### config.mk
export PLATFORM = sky130hd
export DESIGN_NAME = serial_sub_ctrl
export DESIGN_NICKNAME = d
export VERILOG_FILES = /design/src/rtl/serial_sub_pkg.sv /design/src/rtl/full_sub_cell.sv /design/src/rtl/half_sub.sv /design/src/rtl/serial_sub_ctrl.sv
export SDC_FILE = /design/constraint.sdc
export NUM_CORES = 1
export LEC_CHECK = 0
export BUFFER_PORTS_ARGS = -buffer_cell sky130_fd_sc_hd__buf_2
export CORE_UTILIZATION = 40
export DETAILED_ROUTE_END_ITERATION = 6
export SLEW_MARGIN = 15
export SYNTH_ARGS = -nofsm -noshare
export SYNTH_HDL_FRONTEND = slang
export SYNTH_SLANG_ARGS = --single-unit
### constraint.sdc
create_clock -name clk -period 1.6 [get_ports clk]
set_clock_uncertainty 0.1 [all_clocks]
set_input_delay 0 -clock clk [delete_from_list [all_inputs] [get_ports clk]]
set_output_delay 0 -clock clk [all_outputs]
set_load 0.02 [all_outputs]
### src/rtl/serial_sub_pkg.sv
// Shared state encoding and defaults for the bit-serial subtractor controller.
package serial_sub_pkg;

   localparam logic [1:0] S_IDLE = 2'b00;
   localparam logic [1:0] S_RUN  = 2'b01;
   localparam logic [1:0] S_DONE = 2'b10;

   localparam int unsigned SUB_WIDTH_DEFAULT = 8;

   typedef enum logic [1:0] {
      StIdle = S_IDLE,
      StRun  = S_RUN,
      StDone = S_DONE
   } state_e;

endpackage

### src/rtl/full_sub_cell.sv
// 1-bit full subtractor: two half subtractors with their borrows ORed.
module full_sub_cell (
   input  logic a,
   input  logic b,
   input  logic bin,
   output logic d,
   output logic bout
);

   logic d1, b1, b2;

   half_sub u_hs0 (
      .a   (a),
      .b   (b),
      .d   (d1),
      .bout(b1)
   );

   half_sub u_hs1 (
      .a   (d1),
      .b   (bin),
      .d   (d),
      .bout(b2)
   );

   assign bout = b1 | b2;

endmodule

### src/rtl/half_sub.sv
// 1-bit half subtractor: d = a - b, bout set when b exceeds a.
module half_sub (
   input  logic a,
   input  logic b,
   output logic d,
   output logic bout
);

   assign d    = a ^ b;
   assign bout = ~a & b;

endmodule

### src/rtl/serial_sub_ctrl.sv
// Bit-serial WIDTH-bit subtractor: diff = a - b, LSB first, one bit per clock,
// with a start/busy/done handshake and a result held until the next op completes.
module serial_sub_ctrl
   import serial_sub_pkg::*;
#(
   parameter int unsigned WIDTH = SUB_WIDTH_DEFAULT
) (
   input  logic             clk,
   input  logic             rst_n,
   input  logic             start,
   input  logic [WIDTH-1:0] a,
   input  logic [WIDTH-1:0] b,
   output logic             busy,
   output logic             done,
   output logic [WIDTH-1:0] diff,
   output logic             borrow_out
);

   localparam int unsigned CntW = (WIDTH > 1) ? $clog2(WIDTH) : 1;

   state_e           state_q, state_d;
   logic [WIDTH-1:0] a_sr_q, a_sr_d;
   logic [WIDTH-1:0] b_sr_q, b_sr_d;
   logic [WIDTH-1:0] res_sr_q, res_sr_d;
   logic [WIDTH-1:0] diff_q, diff_d;
   logic [CntW-1:0]  cnt_q, cnt_d;
   logic             brw_q, brw_d;
   logic             borrow_q, borrow_d;
   logic             done_q, done_d;
   logic             cell_d, cell_bout;

   full_sub_cell u_cell (
      .a   (a_sr_q[0]),
      .b   (b_sr_q[0]),
      .bin (brw_q),
      .d   (cell_d),
      .bout(cell_bout)
   );

   always_comb begin
      state_d  = state_q;
      a_sr_d   = a_sr_q;
      b_sr_d   = b_sr_q;
      res_sr_d = res_sr_q;
      diff_d   = diff_q;
      cnt_d    = cnt_q;
      brw_d    = brw_q;
      borrow_d = borrow_q;
      done_d   = 1'b0;
      unique case (state_q)
         StIdle: begin
            if (start) begin
               a_sr_d  = a;
               b_sr_d  = b;
               brw_d   = 1'b0;
               cnt_d   = '0;
               state_d = StRun;
            end
         end
         StRun: begin
            a_sr_d   = a_sr_q >> 1;
            b_sr_d   = b_sr_q >> 1;
            res_sr_d = {cell_d, res_sr_q[WIDTH-1:1]};
            brw_d    = cell_bout;
            cnt_d    = cnt_q + CntW'(1);
            // Last bit: publish the fully shifted result together with the final borrow.
            if (cnt_q == CntW'(WIDTH - 1)) begin
               diff_d   = {cell_d, res_sr_q[WIDTH-1:1]};
               borrow_d = cell_bout;
               done_d   = 1'b1;
               state_d  = StDone;
            end
         end
         StDone: state_d = StIdle;
         default: state_d = StIdle;
      endcase
   end

   always_ff @(posedge clk or negedge rst_n) begin
      if (!rst_n) begin
         state_q  <= StIdle;
         a_sr_q   <= '0;
         b_sr_q   <= '0;
         res_sr_q <= '0;
         diff_q   <= '0;
         cnt_q    <= '0;
         brw_q    <= 1'b0;
         borrow_q <= 1'b0;
         done_q   <= 1'b0;
      end else begin
         state_q  <= state_d;
         a_sr_q   <= a_sr_d;
         b_sr_q   <= b_sr_d;
         res_sr_q <= res_sr_d;
         diff_q   <= diff_d;
         cnt_q    <= cnt_d;
         brw_q    <= brw_d;
         borrow_q <= borrow_d;
         done_q   <= done_d;
      end
   end

   assign busy       = (state_q != StIdle);
   assign done       = done_q;
   assign diff       = diff_q;
   assign borrow_out = borrow_q;

endmodule

# [Word-level counts from Yosys, hierarchy flattened]
# Index checks and enable logic that the tools add are counted.
[classes] add_sub_neg=1 multipliers=0 div=0 magnitude_cmp=0 n_eq_ne=4 shifts=0 n_mux=13 bitwise_logic=7 n_reduce_logical=6
[op_table] op="one-hot mux 8 bit (2 select lines)" count=2
[op_table] op="2-to-1 mux 8 bit" count=2
[op_table] op="one-hot mux 3 bit (2 select lines)" count=1
[op_table] op="AND reduction 2 bit" count=3
[op_table] op="2-to-1 mux 2 bit" count=2
[op_table] op="!= test 2 bit (second input constant)" count=2
[op_table] op="one-hot mux 2 bit (2 select lines)" count=1
[op_table] op="nonzero test 2 bit" count=2
[op_table] op="adder 3 x 1 -> 3 bit (second input constant)" count=1
[op_table] op="== test 3 bit (second input constant)" count=1
[op_table] op="2-to-1 mux 1 bit" count=3
[op_table] op="2-to-1 mux 3 bit" count=1
[op_table] op="AND 1 bit" count=2
[op_table] op="== test 2 x 1 -> 1 bit (second input constant)" count=1
[op_table] op="logical NOT 2 bit" count=1
[op_table] op="NOT 1 bit" count=2
[op_table] op="one-hot mux 1 bit (2 select lines)" count=1
[op_table] op="XOR 1 bit" count=2
[op_table] op="bitwise OR 1 bit" count=1
[word_totals] reg_bits=40 latchBits=0 mem_bits_rw=0 mem_bits_ro=0 input_bits=19 out_inout_bits=11 elab_cells=40 n_memories=0

# [Longest topological paths before layout]
# Gate-level depths: netlist (run 1).
[depth] depth_word=5 mapped_depth=6 ltp_nobuf=5

# [Cells and area by module]
# From an unflattened synthesis (run 1), not the netlist that was laid out.
[hier_totals] hier_cells=154 hier_area_um2=1651.6
[by_module_without_submodules] module="serial_sub_ctrl" n_inst=1 cells_per_inst=147 area_each_um2=1605.3 seq_area_each_um2=975.9
[by_module_without_submodules] module="half_sub" n_inst=2 cells_per_inst=3 area_each_um2=20.0 seq_area_each_um2=0.0
[by_module_without_submodules] module="full_sub_cell" n_inst=1 cells_per_inst=1 area_each_um2=6.3 seq_area_each_um2=0.0

# [Worst setup path before layout (run 1)]
# OpenSTA, ideal clock, no wires.
[synth_timing] path_kind="reg2reg" start="reg cnt_q[0]" end="reg diff_q[2], in the netlist diff[2]" setup_ps=125 t_arrival_ps=1300 required_ps=1375 path_slack_ps=75 path_stages_with_launch=6 path_buffers=1 period_less_slack_ps=1525 cell_sequence="dfrtp_1 -> ha_1 -> ha_1 -> nand3b_4 -> buf_6 -> mux2_4"
[synth_via] elab_chain_cells=2
[synth_lines] item="start, declared" line="serial_sub_ctrl.sv:26" text="logic [CntW-1:0] cnt_q, cnt_d;"
[synth_lines] item="start signal, assigned" line="serial_sub_ctrl.sv:96" text="cnt_q <= cnt_d;"
[synth_lines] item="== test 3 bit" line="serial_sub_ctrl.sv:67" text="if (cnt_q == CntW'(WIDTH - 1)) begin"
[synth_lines] item="AND reduction 2 bit (no line)"
[synth_lines] item="end signal, assigned" line="serial_sub_ctrl.sv:95" text="diff_q <= diff_d;"
[synth_lines] item="end, declared" line="serial_sub_ctrl.sv:25" text="logic [WIDTH-1:0] diff_q, diff_d;"
# Every way passes these cells.
# A chain may end at the register's enable or synchronous reset.

# [Final worst setup path (run 1)]
[layout_timing] start="reg cnt_q[0]" end="reg diff_q[0], in the netlist diff[0]"
# The elaborated chain is that of the path after synthesis.

==> impl_results.md, run 1 <==
* CP Capture Type: flip-flop
* GRT Util Overall at 17.7%
* I/O pins at 30
* Initial Util at between 40% and 50%
* TritonCTS clock tree: yes
* Main area contributors after synthesis: dfrtp_1, o22ai_1, mux2_4, mux2_2, a2bb2oi_1
* DRC at 0
* Gr ovfl total at 0
* WP buf/inv at 0
* Die Span Y at 67.2 um
* Family with the most delay on the worst path: adder cells
* Cells after Synth at 130
* Setup TNS at 0 ps
* Final period util at a little over nine tenths
* First-pass GRT wire length at 5730 um
* Wire per inst at 15.2 um
* CTS clock-pin slew for the worst setup and hold paths at 80 ps
* Pre-antenna DRT Iters at 4
* Most frequent cell after synthesis: dfrtp_1
* Fill cell count at 360
* Critical path class: reg2reg
* MaxCap Viol Count at 0
* Post-route antenna net violation count at 0
* Largest stage delay on the critical path at 400 ps
* Worst min-delay path category: in2reg
* Max VDD drop at 699 uV
* Port-buffer cells at 29
* Wirelength, routed at roughly 3500 um
* Post-synthesis sequential area ratio at 57.4%
* Initial DRC count at 102
* Final setup viols at 0
* Leak pwr at 1.03 nW
* Worst setup startpoint: cnt_q[0]
* Worst path required time at 1680 ps
* Die width at 67.2 um
* Largest net degree at the start of global routing at 22
* Max-slew headroom at 68.9%
* Tmin final at between 1500 and 2000 ps
* Syn Nets at 152
* Worst path slowest cell: dfrtp_1
* Post-synth EDFFs at 0
* R2r setup slk at 80 ps
* DR vias/cell at roughly 5.3
* Main flop type after synthesis: dfrtp_1
* CP Capture Point: diff[0]
* Pwr dens at 1960 nW/um^2
* Number of stages on the worst setup path at 4
* Hold Vio Cnt, Final at 0
* RSZ-0062 raised after global routing: no
* Status: finished clean
* Yosys reg bits at 39
* Vias in the first global route at 1181
* Skew-Pair Late Insertion Delay at 290 ps
* Synth cell count leaders: dfrtp_1, o22ai_1, mux2_2
* Area growth syn-to-layout at 28.2%
* Area of the die at 4520 um^2
* Initial antenna violation count at 0
* DP HPWL at 2270 um
* FF-to-FF Start: cnt_q[0]
* Mean cell area of the mapped netlist at 13.1 um^2
* Slew Viols, Final at 0
* RD Place Congestion at 0.737
* Unique masters post-synth at 24
* Deepest level of the CTS H-tree at 2
* Fmax at 659 MHz
* Final #Nets at around 200
* Ys async rst share at 100%
* Clock buffer depth at 2
* RR Endpoint: diff[0]
* Post-synth top area cell: dfrtp_1
* Clock sinks at 39
* Actual slew at the worst max-slew pin at 467 ps
* Total CTS buffers at 5
* Synth top area share at 57.4%
* Share of post-route cells with drive strength above 1 at a little over a third
* Crit path DAT at 1600 ps
* Core box area at 4030 um^2
* Cell area after synthesis at 1700 um^2
* CP Launch Type: flip-flop
* Site row count at 23
* Cells on worst reg2reg path at 4
* Via count at 1216
* Root buf cell: clkbuf_8
* Antenna Cells at 0
* CP cell instances: ha_1 -> ha_2 -> nand3b_4 -> mux2_2
* Total chip power at roughly 4.3 mW
* CP Max Fanout at 6
* Synthesis warning total at 0
flip-flops by register name (all words and copies together) (netlist names):
| register | count |
|---|---|
| a_sr_q | 8 |
| b_sr_q | 8 |
| borrow_out | 1 |
| brw_q | 1 |
| cnt_q | 3 |
| diff | 8 |
| done | 1 |
| res_sr_q | 7 |
| state_q | 2 |
how the worst min path moves through the flow:
stage	from	endpoint	slack, ps	cells past startpoint
4_1_cts	start	b_sr_q[6]	70	3
3_3_place_gp	rst_n	a_sr_q[2]	-130	1
2_1_floorplan	rst_n	a_sr_q[0]	-400	0
6_report	start	b_sr_q[6]	80	3
3_5_place_dp	rst_n	a_sr_q[2]	-120	1
5_1_grt	start	b_sr_q[6]	90	3
per-stage QoR:
step	setup WS (ps)	util (%)	cell area [um^2]	hold WS (ps)	std cells
detailed placement	13.3	46.5	1870	-117	204
global placement	46.9	46.5	1870	-131	204
finish	82.2	54.1	2180	83.5	231
CTS	0.0210	53.5	2160	69.8	229
global route	31.4	54.1	2180	93.9	231
floorplan	74.8	-	1700	-396	130
cell families (layout without fill, tap and decap cells):
group,Yosys count,count (layout),synth area share [%]
buf+inv,16,66,6.03
simple gates,15,16,5.89
compound gates,42,42,16.6
fa+ha+maj,3,3,2.65
mux,15,15,11.5
flops,39,39,57.4
power by group:
part / leakage [nW] / internal [mW] / switching, mW
combinational: 0.502 / 0.901 / 0.778
clock: 0.0581 / 0.464 / 0.358
sequential: 0.469 / 1.46 / 0.321
layout by cell type (no fill, tap or decap), types with 3 or more instances in the layout:
cell           Yosys  routed
a21oi_1            6       6
a2bb2oi_1          7       7
buf_2              3      29
buf_4              0       4
clkbuf_8           0       5
dfrtp_1           39      38
dlygate4sd3_1      0      17
inv_1              7       7
mux2_2             8       8
mux2_4             7       7
nand2_1            4       4
nor2_1             3       3
o21ai_0            6       6
o22ai_1           18      18
worst register-to-register path: cells and delay by family, from the launching register on:
| family | cells | cell delay, ps |
|---|---|---|
| mux | 1 | 350 |
| fa+ha+maj | 2 | 410 |
| simple gates | 1 | 150 |
| flops | 1 | 400 |
timing repair:
item / 4_1_cts / 5_1_grt
hold buffers: 17 / 0
endpoints found under the hold margin: 55 / 0
setup buffers: 0 / 1
setup endpoints to repair: 0 / 10
gates resized for setup: 0 / 2
per-layer routing:
layer,wire length [um],global-route usage [%]
met5,0,0
met4,55,7.98
met3,209,5.07
met2,1650,25.8
met1,1600,24.2
cell type report:
type / instances / area [um^2] / share of cell area, %
clock buffer: 5 / 68.8 / 3.16
clock inverter: 3 / 43.8 / 2.01
inverter: 7 / 26.3 / 1.21
multi-input combinational: 76 / 636 / 29.2
sequential: 39 / 977 / 44.8
tap: 50 / 62.6 / 2.87
timing repair buffer: 51 / 365 / 16.8
Note: power is estimated with default switching activity, not from simulation.
==> run 2, diff against run 1 <==
==> constraint.sdc (replaced) <==
create_clock -name clk -period 1.6 [get_ports clk]
set_clock_uncertainty 0.1 [all_clocks]
set_input_delay 0.32 -clock clk [delete_from_list [all_inputs] [get_ports clk]]
set_output_delay 0.32 -clock clk [all_outputs]
set_load 0.02 [all_outputs]
==> run 2 against run 1 <==
Clock power decreased by 21%. Core utilization fell by 3.5 points. Non-clock buffer count fell by 10. Critical path type is now reg2out. Largest power group unchanged.
==> impl_results.md, run 2 (same netlist as run 1, synthesis figures left out) <==
* Area growth syn-to-layout at 19.8% (was 28.2%)
* Crit path DAT at 1130 ps (was 1600 ps)
* RD Place Congestion at 0.692 (was 0.737)
* Area of the die at 4520 um^2 (unchanged)
* Largest net degree at the start of global routing at 40 (was 22)
* Hold path startpoint: b[7] (was start)
* Die Span Y at 67.2 um (unchanged)
* Worst path required time at 1180 ps (was 1680 ps)
* Setup WS pre-CTS at -12.5 ps (was 13.3 ps)
* Max-slew headroom at 67.9% (was 68.9%)
* CP Launch Type: flip-flop (unchanged)
* Via count at 1154 (was 1216)
* Fmax at 646 MHz (was 659 MHz)
* Hold EP: b_sr_q[7] (was b_sr_q[6])
* R2r setup slk at 60 ps (was 80 ps)
* Tmin final at 1550 ps (was 1520 ps)
* Deepest level of the CTS H-tree at 2 (unchanged)
* Final setup viols at 0 (unchanged)
* Cells on worst reg2reg path at 4 (unchanged)
* Port-buffer cells at 29 (unchanged)
* Antenna Cells at 0 (unchanged)
* Hold Vio Cnt, Final at 0 (unchanged)
* Most frequent cells in the layout: dfrtp_1, buf_2, o22ai_1 (unchanged)
* I/O pins at 30 (unchanged)
* Final period util at 96.7% (was 94.9%)
* Share of post-route cells with drive strength above 1 at 42.7% (was 35.9%)
* Multi-input gate area at 643 um^2 (was 636 um^2)
* Initial DRC count at 52 (was 102)
* GRT Util Overall at 15.9% (was 17.7%)
* Final #Nets at 192 (was 202)
* Cell Area, Placed at 1860 um^2 (was 1870 um^2)
* MaxCap Viol Count at 0 (unchanged)
* Critical path class: reg2out (was reg2reg)
* FF-to-FF Start: cnt_q[0] (unchanged)
* Worst Hold Depth at 3 (unchanged)
* Status: finished clean (unchanged)
* Post-route antenna net violation count at 0 (unchanged)
* Sequential Area at 978 um^2 (was 977 um^2)
* Worst min-delay path category: in2reg (unchanged)
* Setup slack after layout at 52.3 ps (was 82.2 ps)
* Total chip power at 4.12 mW (was 4.28 mW)
* RSZ-0062 raised after global routing: no (unchanged)
* Wirelength, routed at 3310 um (was 3520 um)
* Gr ovfl total at 0 (unchanged)
* WHS at 161 ps (was 83.5 ps)
* Root buf cell: clkbuf_8 (unchanged)
* CTS clock-pin slew for the worst setup and hold paths at 80 ps (about the same)
* Pwr dens at 2020 nW/um^2 (was 1960 nW/um^2)
* DP HPWL at 2160 um (was 2270 um)
* Leak pwr at 0.965 nW (was 1.03 nW)
* Clock buffer depth at 2 (unchanged)
* Setup TNS at 0 ps (unchanged)
* CP Capture Type: primary output (was flip-flop)
* RR Endpoint: diff[1] (was diff[0])
* Die width at 67.2 um (unchanged)
* Wire per inst at 15.0 um (was 15.2 um)
* DRC at 0 (unchanged)
* First-pass GRT wire length at 5150 um (was 5730 um)
* Initial antenna violation count at 0 (unchanged)
* Pre-antenna DRT Iters at 4 (unchanged)
* Site row count at 23 (unchanged)
* Vias in the first global route at 1127 (was 1181)
* Total CTS buffers at 5 (unchanged)
* Core box area at 4030 um^2 (unchanged)
* Worst setup startpoint: state_q[0] (was cnt_q[0])
* DR vias/cell at 5.22 (was 5.26)
* Clock sinks at 39 (unchanged)
* Max VDD drop at 650 uV (was 699 uV)
* CP Max Fanout at 9 (was 6)
* Final instance area at 2040 um^2 (was 2180 um^2)
* Slew Viols, Final at 0 (unchanged)
* Skew-Pair Late Insertion Delay at 290 ps (about the same)
* TritonCTS clock tree: yes (unchanged)
* Actual slew at the worst max-slew pin at 482 ps (was 467 ps)
* Most common cell after layout, fill and taps aside: dfrtp_1 (unchanged)
* Initial Util at 42.2% (unchanged)
* Fill cell count at 371 (was 360)
## run 2: changes by cell type in the layout (fill, tap and decap cells not counted), sizes merged
cell         change
clkinvlp         +2
dlygate4sd3     -16
buf              +6
clkinv           -1
bufinv           -1
## run 2: power by group
group | switching, mW | leakage [nW] | total (mW) | internal, mW
combinational | 0.787 | 0.458 | 1.71 | 0.921
sequential | 0.306 | 0.468 | 1.76 | 1.46
clock | 0.349 | 0.0402 | 0.652 | 0.303
## run 2: worst max path at each step
stage	to
6_report	busy
5_1_grt	busy
4_1_cts	busy
3_5_place_dp	diff[1]
3_3_place_gp	diff[0]
2_1_floorplan	diff[2]
## run 2: what timing repair did
action,CTS,global route
setup endpoints to repair,3,2
gates resized for setup,4,1
pin swaps,0,1
hold endpoints to repair,39,0
setup buffers,2,5
hold buffers,1,0
gates cloned,0,1
## run 2: per-layer routing
metal / wire length [um] / track usage, % / vias up
met5: 0 / 0 / -
met2: 1520 / 24.9 / 21
met1: 1620 / 20.1 / 571
met3: 120 / 4.05 / 6
li1: - / - / 556
met4: 48 / 8.78 / 0
## run 2: per-stage QoR
step,util (%),instances
floorplan,-,130
global placement,46.2,204
detailed placement,46.2,204
CTS,49.2,215
global route,50.6,221
finish,50.6,221
## run 2: worst max-delay path, cell delays in order, from the launching register on
cell     delay, ps
dfrtp_2        490
nor2_4         160
inv_1           50
buf_2          150
## run 2: cell type report
cell class	count	area share, %
Clock buffer	5	3.38
Tap cell	50	3.07
Clock inverter	3	0.983
Sequential cell	39	48.0
Inverter	7	1.29
Timing Repair Buffer	41	11.7
Multi-Input combinational cell	76	31.6
==> run 3, diff against run 2 <==
CORE_UTILIZATION = 49   (was 40)
PLACE_DENSITY = 0.74   (was unset)
SLEW_MARGIN = 20   (was 15)
==> run 3 against run 2 <==
Global-route usage grew 4.6 points. Critical path depth up 1. Hold slack lost 61 ps. Core utilization grew 8.8 points. Via count grew 0.52%. Combinational power barely moved. Die area shrank 18%. Flip-flop and latch count unchanged. Maximum frequency is 0.17% lower. Final cell count down 3.6%. Design area down 2.8%.
==> impl_results.md, run 3 (same netlist as run 1, synthesis figures left out) <==
* Status: finished clean (unchanged)
* Clock buffer depth at 2 (unchanged)
* First-pass GRT wire length at 5420 um (was 5150 um)
* Site row count at 21 (was 23)
* Setup TNS at 0 ps (unchanged)
* Share of post-route cells with drive strength above 1 at 41.9% (was 42.7%)
* Pre-antenna DRT Iters at 4 (unchanged)
* Crit path DAT at 1690 ps (was 1130 ps)
* Max VDD drop at 913 uV (was 650 uV)
* Tmin final at 1550 ps (about the same)
* Worst path required time at 1740 ps (was 1180 ps)
* Final instance area at 1980 um^2 (was 2040 um^2)
* Actual slew at the worst max-slew pin at 483 ps (was 482 ps)
* Port-buffer cells at 29 (unchanged)
* Initial antenna violation count at 0 (unchanged)
* Most frequent cells in the layout: dfrtp_1, buf_2, o22ai_1 (unchanged)
* Placed Cells at 201 (was 204)
* Worst setup startpoint: cnt_q[0] (was state_q[0])
* Sequential Area at 978 um^2 (unchanged)
* GRT Util Overall at 20.6% (was 15.9%)
* Total CTS buffers at 5 (unchanged)
* Cell Area, Placed at 1860 um^2 (about the same)
* CP Max Fanout at 12 (was 9)
* Area of the die at 3710 um^2 (was 4520 um^2)
* Setup slack after layout at 49.6 ps (was 52.3 ps)
* CP Capture Type: flip-flop (was primary output)
* Clock sinks at 39 (unchanged)
* MaxCap Viol Count at 0 (unchanged)
* Leak pwr at 0.953 nW (was 0.965 nW)
* CP Launch Type: flip-flop (unchanged)
* Wire per inst at 15.3 um (was 15.0 um)
* Most common cell after layout, fill and taps aside: dfrtp_1 (unchanged)
* Hold Vio Cnt, Final at 0 (unchanged)
* Deepest level of the CTS H-tree at 2 (unchanged)
* Multi-input gate area at 639 um^2 (was 643 um^2)
* Die width at 60.9 um (was 67.2 um)
* Final setup viols at 0 (unchanged)
* Final period util at 96.9% (was 96.7%)
* Die Span Y at 60.9 um (was 67.2 um)
* DR vias/cell at 5.45 (was 5.22)
* Initial DRC count at 33 (was 52)
* Post-route antenna net violation count at 0 (unchanged)
* Critical path class: reg2reg (was reg2out)
* Final #Nets at 188 (was 192)
* RD Place Congestion at 0.733 (was 0.692)
* Setup WS pre-CTS at -10.5 ps (was -12.5 ps)
* Core box area at 3340 um^2 (was 4030 um^2)
* Gr ovfl total at 0 (unchanged)
* Slew Viols, Final at 0 (unchanged)
* Vias in the first global route at 1234 (was 1127)
* Largest net degree at the start of global routing at 40 (unchanged)
* Root buf cell: clkbuf_4 (was clkbuf_8)
* CTS clock-pin slew for the worst setup and hold paths at 120 ps (was 80 ps)
* Via count at 1160 (was 1154)
* DP HPWL at 2150 um (was 2160 um)
* DRC at 0 (unchanged)
* Pwr dens at 2010 nW/um^2 (was 2020 nW/um^2)
* Worst min-delay path category: in2reg (unchanged)
* Area growth syn-to-layout at 16.5% (was 19.8%)
* Hold path startpoint: b[7] (unchanged)
* Initial Util at 51.0% (was 42.2%)
* Max-slew headroom at 67.8% (was 67.9%)
* Antenna Cells at 0 (unchanged)
* Wirelength, routed at 3250 um (was 3310 um)
* Fmax at 645 MHz (was 646 MHz)
* I/O pins at 30 (unchanged)
* TritonCTS clock tree: yes (unchanged)
* FF-to-FF Start: cnt_q[0] (unchanged)
* RSZ-0062 raised after global routing: yes (was no)
* Fill cell count at 281 (was 371)
* Final cell count without fillers at 213 (was 221)
* Skew-Pair Late Insertion Delay at 350 ps (was 290 ps)
run 3: changes by cell type in the layout (fill, tap and decap cells not counted), moves of 2 or more:
cell      change
clkbuf_8      -5
mux2_4        +2
mux2_2        -2
clkbuf_4      +5
buf_4         -3
run 3: per-stage QoR:
step                utilization [%]  power (mW)  hold WS [ps]
finish                         59.4        3.98          99.8
CTS                            58.5        3.96          87.7
detailed placement             55.9        3.41           295
global route                   59.4        4.28           109
global placement               55.9        3.31           294
floorplan                         -        3.04         -75.6
run 3: final timing paths:
kind	end	slack [ps]	cells past startpoint
worst max-delay path	diff[7]	50	4
worst min-delay path	b_sr_q[7]	100	3
worst max register to register	diff[7]	50	4
worst min register to register	borrow_out	400	2
max in group asynchronous	state_q[0]	580	3
min in group asynchronous	done	450	3
run 3: worst max-delay path, cell delays in order, from the launching register on:
cell	delay [ps]
dfrtp_1	420
ha_1	210
ha_2	190
nand3b_4	200
mux2_4	320
run 3: timing repair:
action / in CTS / in global routing
resized for setup: 5 / 5
hold buffers: 1 / 0
buffers inserted: 1 / 2
hold endpoints to repair: 39 / 0
pin swaps: 1 / 1
endpoints found under the setup margin: 3 / 3
run 3: routing by layer:
layer  vias up  GRT usage [%]  share of wire, %
met3         5           6.82               4.6
met2        36           33.0                46
met4         0           7.79               1.7
li1        543              -                 -
met1       576           25.9                47
met5         -              0                 0
run 3: final cells by class:
| type | instances | area share (%) |
|---|---|---|
| clock buffer | 5 | 1.90 |
| clock inverter | 3 | 1.01 |
| inverter | 7 | 1.33 |
| multi-input combinational | 75 | 32.3 |
| sequential | 39 | 49.4 |
| tap | 46 | 2.91 |
| timing repair buffer | 38 | 11.2 |
run 3: power by group:
part	total, mW	switching, mW	internal [mW]	leakage (nW)
clock	0.500	0.332	0.168	0.0272
sequential	1.76	0.302	1.45	0.468
combinational	1.72	0.795	0.926	0.458
